### src/rtl/clint_pkg.sv
// Shared CLINT definitions: register offsets, decoded register select and bus helpers.
package clint_pkg;

    localparam logic [15:0] CLINT_MSIP_OFF        = 16'h0000;
    localparam logic [15:0] CLINT_MTIMECMP_LO_OFF = 16'h4000;
    localparam logic [15:0] CLINT_MTIMECMP_HI_OFF = 16'h4004;
    localparam logic [15:0] CLINT_MTIME_LO_OFF    = 16'hBFF8;
    localparam logic [15:0] CLINT_MTIME_HI_OFF    = 16'hBFFC;

    typedef enum logic [2:0] {
        REG_NONE,
        REG_MSIP,
        REG_MTIMECMP_LO,
        REG_MTIMECMP_HI,
        REG_MTIME_LO,
        REG_MTIME_HI
    } clint_reg_e;

    function automatic logic [31:0] apply_be(input logic [31:0] old,
                                             input logic [31:0] wdata,
                                             input logic [3:0]  be);
        logic [31:0] res;
        res = old;
        for (int i = 0; i < 4; i++) begin
            if (be[i]) res[8*i +: 8] = wdata[8*i +: 8];
        end
        return res;
    endfunction

    // Exact 16-bit match, so misaligned offsets fall through to REG_NONE.
    function automatic clint_reg_e decode_addr(input logic [15:0] addr);
        clint_reg_e r;
        case (addr)
            CLINT_MSIP_OFF:        r = REG_MSIP;
            CLINT_MTIMECMP_LO_OFF: r = REG_MTIMECMP_LO;
            CLINT_MTIMECMP_HI_OFF: r = REG_MTIMECMP_HI;
            CLINT_MTIME_LO_OFF:    r = REG_MTIME_LO;
            CLINT_MTIME_HI_OFF:    r = REG_MTIME_HI;
            default:               r = REG_NONE;
        endcase
        return r;
    endfunction

endpackage

### src/rtl/clint_prescaler.sv
// mtime prescaler: counts 0..TICK_DIV-1 and pulses tick on the last count.
module clint_prescaler
    import clint_pkg::*;
#(
    parameter int unsigned TICK_DIV = 1
) (
    input  logic clk,
    input  logic rst_n,
    output logic tick
);

    localparam int unsigned CW = (TICK_DIV > 1) ? $clog2(TICK_DIV) : 1;
    localparam logic [CW-1:0] LAST = CW'(TICK_DIV - 1);

    logic [CW-1:0] cnt_q, cnt_d;

    assign tick  = (cnt_q == LAST);
    assign cnt_d = tick ? '0 : cnt_q + 1'b1;

    always_ff @(posedge clk or negedge rst_n) begin
        if (!rst_n) cnt_q <= '0;
        else        cnt_q <= cnt_d;
    end

endmodule

### src/rtl/clint_timer.sv
// Single-hart CLINT: mtime/mtimecmp/msip behind a one-outstanding valid/ready port.
// Optional CLINT_HI_LATCH_EN: a read of mtime lo snapshots mtime hi for atomic 64-bit reads.
module clint_timer
    import clint_pkg::*;
#(
    parameter int unsigned TICK_DIV  = 1,
    parameter logic [63:0] MTIME_RST = 64'h0
) (
    input  logic        clk,
    input  logic        rst_n,
    input  logic        req_valid,
    output logic        req_ready,
    input  logic        req_we,
    input  logic [15:0] req_addr,
    input  logic [31:0] req_wdata,
    input  logic [3:0]  req_be,
    output logic        resp_valid,
    input  logic        resp_ready,
    output logic [31:0] resp_rdata,
    output logic        resp_err,
    output logic        mtip,
    output logic        msip
);

    logic [63:0] mtime_q, mtime_d;
    logic [63:0] mtimecmp_q, mtimecmp_d;
    logic        msip_q, msip_d;
    logic        mtip_q;
    logic        resp_valid_q, resp_valid_d;
    logic        resp_err_q, resp_err_d;
    logic [31:0] resp_rdata_q, resp_rdata_d;
    logic [31:0] rd_val, mtime_hi_rd;
    logic        tick, accept, wr_en;
    clint_reg_e  reg_sel;

    clint_prescaler #(.TICK_DIV(TICK_DIV)) u_presc (
        .clk   (clk),
        .rst_n (rst_n),
        .tick  (tick)
    );

    assign req_ready = !resp_valid_q;
    assign accept    = req_valid && req_ready;
    assign reg_sel   = decode_addr(req_addr);
    assign wr_en     = accept && req_we && (reg_sel != REG_NONE);

`ifdef CLINT_HI_LATCH_EN
    logic [31:0] hi_shadow_q;

    always_ff @(posedge clk or negedge rst_n) begin
        if (!rst_n)
            hi_shadow_q <= '0;
        else if (accept && !req_we && reg_sel == REG_MTIME_LO)
            hi_shadow_q <= mtime_q[63:32];
    end

    assign mtime_hi_rd = hi_shadow_q;
`else
    assign mtime_hi_rd = mtime_q[63:32];
`endif

    always_comb begin
        rd_val = '0;
        case (reg_sel)
            REG_MSIP:        rd_val = {31'b0, msip_q};
            REG_MTIMECMP_LO: rd_val = mtimecmp_q[31:0];
            REG_MTIMECMP_HI: rd_val = mtimecmp_q[63:32];
            REG_MTIME_LO:    rd_val = mtime_q[31:0];
            REG_MTIME_HI:    rd_val = mtime_hi_rd;
            default:         rd_val = '0;
        endcase
    end

    // A software write to either mtime half suppresses that cycle's increment.
    always_comb begin
        mtimecmp_d = mtimecmp_q;
        msip_d     = msip_q;
        mtime_d    = tick ? mtime_q + 64'd1 : mtime_q;
        if (wr_en) begin
            case (reg_sel)
                REG_MSIP:        if (req_be[0]) msip_d = req_wdata[0];
                REG_MTIMECMP_LO: mtimecmp_d[31:0]  = apply_be(mtimecmp_q[31:0], req_wdata, req_be);
                REG_MTIMECMP_HI: mtimecmp_d[63:32] = apply_be(mtimecmp_q[63:32], req_wdata, req_be);
                REG_MTIME_LO:    mtime_d = {mtime_q[63:32], apply_be(mtime_q[31:0], req_wdata, req_be)};
                REG_MTIME_HI:    mtime_d = {apply_be(mtime_q[63:32], req_wdata, req_be), mtime_q[31:0]};
                default:         ;
            endcase
        end
    end

    always_comb begin
        resp_valid_d = resp_valid_q;
        resp_rdata_d = resp_rdata_q;
        resp_err_d   = resp_err_q;
        if (accept) begin
            resp_valid_d = 1'b1;
            resp_err_d   = (reg_sel == REG_NONE);
            resp_rdata_d = req_we ? 32'h0 : rd_val;
        end else if (resp_valid_q && resp_ready) begin
            resp_valid_d = 1'b0;
            resp_rdata_d = '0;
            resp_err_d   = 1'b0;
        end
    end

    always_ff @(posedge clk or negedge rst_n) begin
        if (!rst_n) begin
            mtime_q      <= MTIME_RST;
            mtimecmp_q   <= '1;
            msip_q       <= 1'b0;
            mtip_q       <= 1'b0;
            resp_valid_q <= 1'b0;
            resp_rdata_q <= '0;
            resp_err_q   <= 1'b0;
        end else begin
            mtime_q      <= mtime_d;
            mtimecmp_q   <= mtimecmp_d;
            msip_q       <= msip_d;
            mtip_q       <= (mtime_q >= mtimecmp_q);
            resp_valid_q <= resp_valid_d;
            resp_rdata_q <= resp_rdata_d;
            resp_err_q   <= resp_err_d;
        end
    end

    assign resp_valid = resp_valid_q;
    assign resp_rdata = resp_rdata_q;
    assign resp_err   = resp_err_q;
    assign mtip       = mtip_q;
    assign msip       = msip_q;

endmodule

### config.mk
export PLATFORM = sky130hd
export DESIGN_NAME = clint_timer
export DESIGN_NICKNAME = d
export VERILOG_FILES = /design/src/rtl/clint_pkg.sv /design/src/rtl/clint_prescaler.sv /design/src/rtl/clint_timer.sv
export SDC_FILE = /design/constraint.sdc
export NUM_CORES = 1
export LEC_CHECK = 0
export BUFFER_PORTS_ARGS = -buffer_cell sky130_fd_sc_hd__buf_2
export CAP_MARGIN = 20
export CORE_ASPECT_RATIO = 1.75
export CORE_MARGIN = 4
export CORE_UTILIZATION = 55
export CTS_CLUSTER_DIAMETER = 80
export DETAILED_ROUTE_END_ITERATION = 8
export PLACE_DENSITY_LB_ADDON = 0.15
export SYNTH_ARGS = -nofsm -noshare
export SYNTH_HDL_FRONTEND = slang
export SYNTH_HIERARCHICAL = 1
export SYNTH_SLANG_ARGS = --single-unit
### constraint.sdc
create_clock -name clk -period 2 [get_ports clk]
set_input_delay 0.4 -clock clk [delete_from_list [all_inputs] [get_ports clk]]
set_output_delay 0.4 -clock clk [all_outputs]
set_load 0.02 [all_outputs]
==> results of run 1 <==
sequential cells by signal, indices dropped and copies added, names as in the netlist:
signal	count
mtip	1
resp_err	1
mtimecmp_q	64
mtime_q	64
resp_valid	1
resp_rdata	32
msip	1
Yosys cell counts (3+ instances only):
library cell and n:
dfrtp_1 100, nand2_1 95, nor2_1 82, inv_1 76, ha_1 65, dfstp_2 64, mux2_2 59, a21oi_1 58
nand3_1 54, o21ai_0 53, clkbuf_1 39, a22oi_1 38, nand4_1 38, a221o_1 35, a22o_1 28, nor3_1 21
o211ai_1 17, a21o_1 16, and4_1 16, a211oi_1 15, nor4_1 15, and3_1 14, a311oi_1 8, buf_2 8
o22ai_1 8, or3_1 7, and2_1 6, a31oi_1 5, buf_1 5, a32o_1 4, a32oi_1 4, a41oi_1 4
xnor2_1 4, a21boi_0 3, a221oi_1 3, nor2b_1 3, nor3_2 3, nor3b_1 3, o311ai_0 3, o31ai_1 3
o41ai_1 3, or2_2 3
worst max-delay path: cells and delay by family, from the launching register on:
kind            cells  cell delay (ps)
compound gates      2              460
buf+inv             2              300
flops               1              370
simple gates        4              890
worst paths after layout:
check	end	from	cells after the start	slack [ps]
max in group asynchronous	mtimecmp_q[31]$_DFFE_PN1P_	rst_n	3	1020
setup reg to reg	mtime_q[52]$_DFFE_PN0P_	mtime_q[36]$_DFFE_PN0P_	8	-140
hold / removal	resp_valid$_DFFE_PN0P_	resp_ready	2	180
min in group asynchronous	resp_rdata[16]$_DFFE_PN0P_	rst_n	2	340
hold reg to reg	resp_rdata[24]$_DFFE_PN0P_	resp_rdata[24]$_DFFE_PN0P_	1	510
setup / recovery	mtime_q[52]$_DFFE_PN0P_	mtime_q[36]$_DFFE_PN0P_	8	-140
area by class of cell:
cell class | count | area, µm²
Inverter | 76 | 285
Fill cell | 1279 | 3880
Tap cell | 238 | 298
Clock inverter | 6 | 105
Timing Repair Buffer | 398 | 2960
Sequential cell | 164 | 4190
Clock buffer | 24 | 462
Multi-Input combinational cell | 835 | 6570
per-stage QoR:
step / TNS, ps / instances / area [µm²] / util (%) / setup WS, ps
6_report: -922 / 1741 / 14900 / 79.3 / -138
5_1_grt: -3070 / 1741 / 14900 / 79.3 / -229
4_1_cts: -260 / 1726 / 14400 / 76.9 / -77.1
3_5_place_dp: -27900 / 1684 / 13400 / 71.5 / -365
3_3_place_gp: -24590 / 1683 / 13400 / 71.4 / -339
2_1_floorplan: -99.0 / 1133 / 10700 / - / -48.4
timing repair:
item / CTS / global route
pin swaps: 39 / 52
buffers inserted: 12 / 15
resized for setup: 76 / 74
gates cloned: 0 / 0
endpoints found under the setup margin: 35 / 41
hold endpoints to repair: 8 / 0
hold buffers: 1 / 0
routing by layer:
layer / vias up / global-route usage (%)
met3: 190 / 6.27
met2: 607 / 65.4
met4: 0 / 24.9
met1: 5581 / 40.5
li1: 5038 / -
met5: - / 0
logic make-up (layout without fill, tap and decap cells):
family | count (synthesis) | in the layout
AO/OA/AOI/OAI | 328 | 328
other | 1 | 1
buffers and inverters | 134 | 504
adder cells (fa/ha/maj) | 65 | 65
multiplexers | 60 | 60
flip-flops | 164 | 164
AND/OR/NAND/NOR | 376 | 376
XOR/XNOR | 5 | 5
where the power goes:
| part | total (W) | switching, W | internal (W) | leakage (nW) |
|---|---|---|---|---|
| Sequential | 0.00348 | 0.0000797 | 0.00340 | 2.02 |
| Clock | 0.00329 | 0.00131 | 0.00198 | 0.278 |
| Combinational | 0.00101 | 0.000587 | 0.000424 | 4.67 |
layout by cell type (no fill, tap or decap), drive strengths merged, types with 6 or more instances in the layout:
| cell type | n |
|---|---|
| buf | 397 |
| and4 | 16 |
| a21o | 17 |
| nand3 | 54 |
| nand4 | 41 |
| a211oi | 15 |
| clkbuf | 24 |
| o211ai | 17 |
| and3 | 15 |
| a311oi | 8 |
| a221o | 35 |
| ha | 65 |
| mux2 | 59 |
| o21ai | 54 |
| dfstp | 64 |
| dfrtp | 100 |
| a22oi | 38 |
| nor4 | 17 |
| inv | 76 |
| nor2 | 82 |
| nand2 | 95 |
| o22ai | 8 |
| and2 | 6 |
| nor3 | 25 |
| or3 | 8 |
| a21oi | 58 |
| a22o | 29 |
==> results by group, run 1 <==
Status
  – Status: finished with violations
  – Failing checks: negative setup slack

STA
  – Clk_skew: 12.8 ps
  – Worst Slack Setup Final: -138 ps
  – Final slew viol count: 0
  – Fmax achieved: 0.468 GHz
  – Endpoints failing hold: 0
  – RSZ-0062 raised after global routing: true
  – Final setup violation count: 19
  – Period minus WS final: 2140 ps
  – Part of the cycle the worst path needs: 107%
  – Hold Slack: between 150 and 200 ps
  – Slew Limit Headroom: about three fifths
  – Worst slew pin tran: between 500 and 600 ps

Final layout
  – Diodes inserted: 0
  – Layout area overhead: 40.5%
  – Share of cells above drive strength 1: between 40 and 50%
  – Nets: between 1,500 and 2,000

Die
  – Die outline area: 21,600 µm²
  – Starting Density: 56.4%
  – Rows: 66
  – IO Pins: 94
  – Die H: 191 µm
  – Core area: 18,700 µm²
  – Die width: roughly 110 µm

Setup path
  – Crit Path Class: reg2reg
  – CP max FO: 3
  – Delay of the slowest cell on the worst path: about 370 ps
  – Max stage delay cell, worst path: dfrtp_1
  – Type of origin of the critical path: flip-flop
  – Crit. End Element: flip-flop
  – Required @ worst endpoint: 2320 ps
  – Most frequent CP cell: buf_4
  – Worst-path cell chain: buf_4 > nand4_1 > nor4_4 > buf_4 > nand2_2 > or3_4 > a21o_1 > a221o_1
  – Worst Path Arrival: 2460 ps

Global routing
  – Maximum number of pins on one net before global-route repair: 64
  – Vias in the first global route: 11,700
  – GRT Util Overall: 37.2%
  – First-pass GRT wire length: 62,100 µm
  – Initial antenna violation count: 0
  – Overflow after GRT: 0

Clock network
  – Clock slew at reported path FFs: approximately 60 ps
  – Clock Tree Buf Depth: 2
  – Clock sink count: 164
  – CTS HTree Levels: 4
  – CTS tree: yes
  – Worst skew pair latency: 440 ps
  – Clock root buffer: clkbuf_16
  – CTS Buf Count: 17

Placement
  – Routability Congestion: 0.991
  – Port Buf Inserts: 93
  – HPWL after detailed placement: 30,400 µm

Synth
  – Count of cell types in the netlist: 76
  – Post-synthesis simple-gate area fraction: 18.6%
  – Largest area contributor in the netlist: dfrtp_1
  – Synth async-reset ratio: 100%
  – Cells after Synth: 1,133
  – Post-synth EDFFs: 0
  – Yosys warns: 6
  – Mapped Area: 10,600 µm²
  – Syn Nets: between 1,000 and 1,500
  – Mean Syn Cell Area: about 9.3 µm²
  – Dominant synthesized flop cell: dfrtp_1
  – Fraction of synthesized cell area taken by the top area cell type: 23.6%
  – Post-synthesis xor/xnor area fraction: 0.414%
  – Synth Area in Compound Gates: around 22%
  – Largest family of logic cells by synthesized area: compound AO/OA/AOI/OAI gates
  – Top cells by area, synth: dfrtp_1 (24%), dfstp_2 (16%), ha_1 (7.7%)
  – Synth Area in Adders: 7.69%
  – FF+latch count, synth: roughly 160
  – Sequential area share after synthesis: 39.5%
  – Mux contribution to synthesized area: 6.37%

Flow run
  – Max-cap viol count: 0

Routing
  – Vias per cell: between 6 and 7
  – DRC: 0
  – Max Used Layer: met4
  – DRT Pass-1 Iters: 6
  – Routed met3 length: 2790 µm
  – Initial DRC count: between 900 and 1,000
  – DR WL/cell: 23.3 µm
  – Routed Antenna Nets: 0
  – Final wirelength: between 40,000 and 50,000 µm
  – Vias post-DR: 11,400
  – Met1 Routed Length: 14,000 µm
  – Met2 wire len: 21,000 µm

Power and ir drop
  – Leakage power: 6.96 nW
  – Max VDD drop: 0.730 mV
  – Total Power: 0.00777 W
  – PwrDens: 523 nW/µm²

Hold path
  – Worst hold path type: in2reg
(Power assumes the default switching activity.)
==> run 2, diff against run 1 <==
- ABC_AREA: default -> 1
- CORE_UTILIZATION: 55 -> 56
==> results by group, run 2 <==
Status
  – Status: finished with violations (unchanged)
  – Failing checks: negative setup slack (unchanged)

Flow run
  – Max-cap viol count: 0 (unchanged)

STA
  – Worst Slack Setup Final: -22.5 ps (was -138 ps)
  – Worst slew pin tran: 569 ps (was 590 ps)
  – Final setup violation count: 3 (was 19)
  – Slew Limit Headroom: 61.8% (was 60.6%)
  – Clk_skew: 16.2 ps (was 12.8 ps)
  – Final setup TNS: -53.8 ps (was -922 ps)
  – Endpoints failing hold: 0 (unchanged)
  – Part of the cycle the worst path needs: 101% (was 107%)
  – Fmax achieved: 0.494 GHz (was 0.468 GHz)
  – Hold Slack: 138 ps (was 182 ps)
  – Final slew viol count: 0 (unchanged)
  – RSZ-0062 raised after global routing: true (unchanged)
  – Period minus WS final: 2020 ps (was 2140 ps)

Synth
  – Cells after Synth: 1,704 (was 1,133)
  – Fraction of synthesized cell area taken by the top area cell type: 21.3% (was 23.6%)
  – FF+latch count, synth: 164 (unchanged)
  – Sequential area share after synthesis: 35.5% (was 39.5%)
  – Commonest cells post-synth: nand2_1 (470), inv_1 (221), nor2_1 (161) (was dfrtp_1 (100), nand2_1 (95), nor2_1 (82))
  – Largest area contributor in the netlist: dfrtp_1 (unchanged)
  – Mapped Area: 11,800 µm² (was 10,600 µm²)
  – Post-synth EDFFs: 0 (unchanged)
  – Yosys warns: 6 (unchanged)
  – Mean Syn Cell Area: 6.91 µm² (was 9.34 µm²)
  – Top-count cell post-synth: nand2_1 (was dfrtp_1)
  – Count of cell types in the netlist: 43 (was 76)
  – Syn Nets: 1,826 (was 1,255)
  – Top cells by area, synth: dfrtp_1 (21%), nand2_1 (15%), dfstp_2 (14%) (was dfrtp_1 (24%), dfstp_2 (16%), ha_1 (7.7%))
  – Dominant synthesized flop cell: dfrtp_1 (unchanged)
  – Synth async-reset ratio: 100% (unchanged)

Power and ir drop
  – Leakage power: 7.32 nW (was 6.96 nW)
  – Max VDD drop: 0.534 mV (was 0.730 mV)
  – PwrDens: 563 nW/µm² (was 523 nW/µm²)

Global routing
  – Vias in the first global route: 13,400 (was 11,700)
  – First-pass GRT wire length: 71,400 µm (was 62,100 µm)
  – Maximum number of pins on one net before global-route repair: 52 (was 64)
  – Initial antenna violation count: 0 (unchanged)
  – Overflow after GRT: 0 (unchanged)
  – GRT Util Overall: 39.7% (was 37.2%)

Routing
  – Routed met3 length: 3320 µm (was 2790 µm)
  – Met1 Routed Length: 16,200 µm (was 14,000 µm)
  – Met2 wire len: 23,000 µm (was 21,000 µm)
  – Vias per cell: 5.96 (was 6.56)
  – Final wirelength: 47,200 µm (was 40,600 µm)
  – Initial DRC count: 1,178 (was 971)
  – Vias post-DR: 13,600 (was 11,400)
  – Routed Antenna Nets: 0 (unchanged)
  – DRC: 0 (unchanged)
  – DRT Pass-1 Iters: 8 (was 6)
  – DR WL/cell: 20.6 µm (was 23.3 µm)
  – Max Used Layer: met4 (unchanged)

Clock network
  – Clock slew at reported path FFs: 80 ps (was 60 ps)
  – Worst skew pair latency: 460 ps (was 440 ps)
  – Clock sink count: 164 (unchanged)
  – Clock Tree Buf Depth: 2 (unchanged)
  – CTS Buf Count: 17 (unchanged)
  – CTS tree: yes (unchanged)
  – CTS HTree Levels: 4 (unchanged)
  – Clock root buffer: clkbuf_16 (unchanged)

Placement
  – Routability Congestion: 1.04 (was 0.991)
  – DP Worst Slack: -240 ps (was -365 ps)
  – HPWL after detailed placement: 36,200 µm (was 30,400 µm)
  – Port Buf Inserts: 93 (unchanged)
  – Cell Area, Placed: 14,300 µm² (was 13,400 µm²)

Setup path
  – Crit. End Element: flip-flop (unchanged)
  – Worst Path Arrival: 2410 ps (was 2460 ps)
  – CP max FO: 2 (was 3)
  – Type of origin of the critical path: flip-flop (unchanged)
  – Required @ worst endpoint: 2390 ps (was 2320 ps)
  – Crit Path Class: reg2reg (unchanged)

Die
  – Starting Density: 57.5% (was 56.4%)
  – Core area: 20,500 µm² (was 18,700 µm²)
  – Die width: 118 µm (was 113 µm)
  – Rows: 69 (was 66)
  – Die outline area: 23,500 µm² (was 21,600 µm²)
  – Die H: 200 µm (was 191 µm)
  – IO Pins: 94 (unchanged)

Final layout
  – Share of cells above drive strength 1: 28.3% (was 44.8%)
  – Most common cell after layout, fill and taps aside: nand2_1 (was buf_4)
  – Util after Layout: 74.9% (was 79.3%)
  – Layout area overhead: 30.2% (was 40.5%)
  – Diodes inserted: 0 (unchanged)
  – Most frequent cells in the layout: nand2_1 (461), buf_4 (238), inv_1 (216), nor2_1 (143), o21ai_0 (133) (was buf_4 (281), dfrtp_1 (94), buf_2 (92), nand2_1 (82), nor2_1 (79))
  – Nets: 2,146 (was 1,614)
  – Cell area after layout: 15,300 µm² (was 14,900 µm²)

Hold path
  – Worst hold path type: in2reg (unchanged)
[run 2: cell types whose count changed in the layout (fill, tap and decap cells not counted), moves of 52 or more]
cell and delta:
nand2_1 +379, o22ai_1 +52, inv_1 +144, nand3_1 +56, o21ai_0 +92, nor2_1 +64, mux2_2 -59
[run 2: logic make-up after synthesis]
logic type / share of synthesized area [%]
adders and majority gates: 6.91
buffers and inverters: 9.74
AOI/OAI and AO/OA: 14.8
and+or+nand+nor: 32.1
xor gates and xnor gates: 0.893
other: 0.0319
DFF: 35.5
[run 2: path summary, 6_finish.rpt]
check                                        endpoint  cells after the start                       start  slack (ps)
setup reg to reg                       mtip$_DFF_PN0_                     10  mtimecmp_q[51]$_DFFE_PN1P_         -20
hold / removal                 resp_valid$_DFFE_PN0P_                      2                  resp_ready         140
hold reg to reg            mtimecmp_q[39]$_DFFE_PN1P_                      2  mtimecmp_q[39]$_DFFE_PN1P_         470
setup / recovery                       mtip$_DFF_PN0_                     10  mtimecmp_q[51]$_DFFE_PN1P_         -20
max in group asynchronous   mtimecmp_q[1]$_DFFE_PN1P_                      3                       rst_n         830
min in group asynchronous  resp_rdata[16]$_DFFE_PN0P_                      2                       rst_n         500
[run 2: final cells by class]
class,count,area (µm²)
clock buffer,26,586
clock inverter,6,51.3
fill,1617,5140
inverter,232,878
multi-input combinational,1260,6740
sequential,164,4200
tap,248,310
timing repair buffer,349,2560
[run 2: power by group]
group          leakage [nW]  switching (W)  total (W)  internal, W
Combinational          5.13       0.000934    0.00157     0.000639
Clock                 0.309        0.00148    0.00352      0.00204
Sequential             1.88       0.000103    0.00352      0.00342
[run 2: worst max-delay path: stages, from the launching register on]
cell and delay, ps:
dfstp_2 530, inv_1 50, ha_1 300, nand2_1 130, o21ai_0 310, a21oi_1 120, o21ai_1 250, nand2_1 100
nand2_1 70, nor2_1 40, nand3_1 50
[run 2: per-layer routing]
metal	global-route usage, %	vias to the layer above
met1	41.8	6330
met2	69.1	773
met4	34.8	0
met3	6.43	284
met5	0	-
li1	-	6223
[run 2: timing repair]
item | CTS | global route
buffers inserted | 1 | 8
gates resized for setup | 13 | 77
hold endpoints to repair | 27 | 0
hold buffers | 1 | 0
pin swaps | 0 | 17
setup endpoints to repair | 9 | 47
[run 2: through the flow]
| step | cells | power [W] |
|---|---|---|
| 2_1_floorplan | 1704 | 0.00429 |
| 4_1_cts | 2278 | 0.00852 |
| 6_report | 2285 | 0.00862 |
| 3_3_place_gp | 2244 | 0.00501 |
| 3_5_place_dp | 2244 | 0.00504 |
| 5_1_grt | 2285 | 0.00892 |
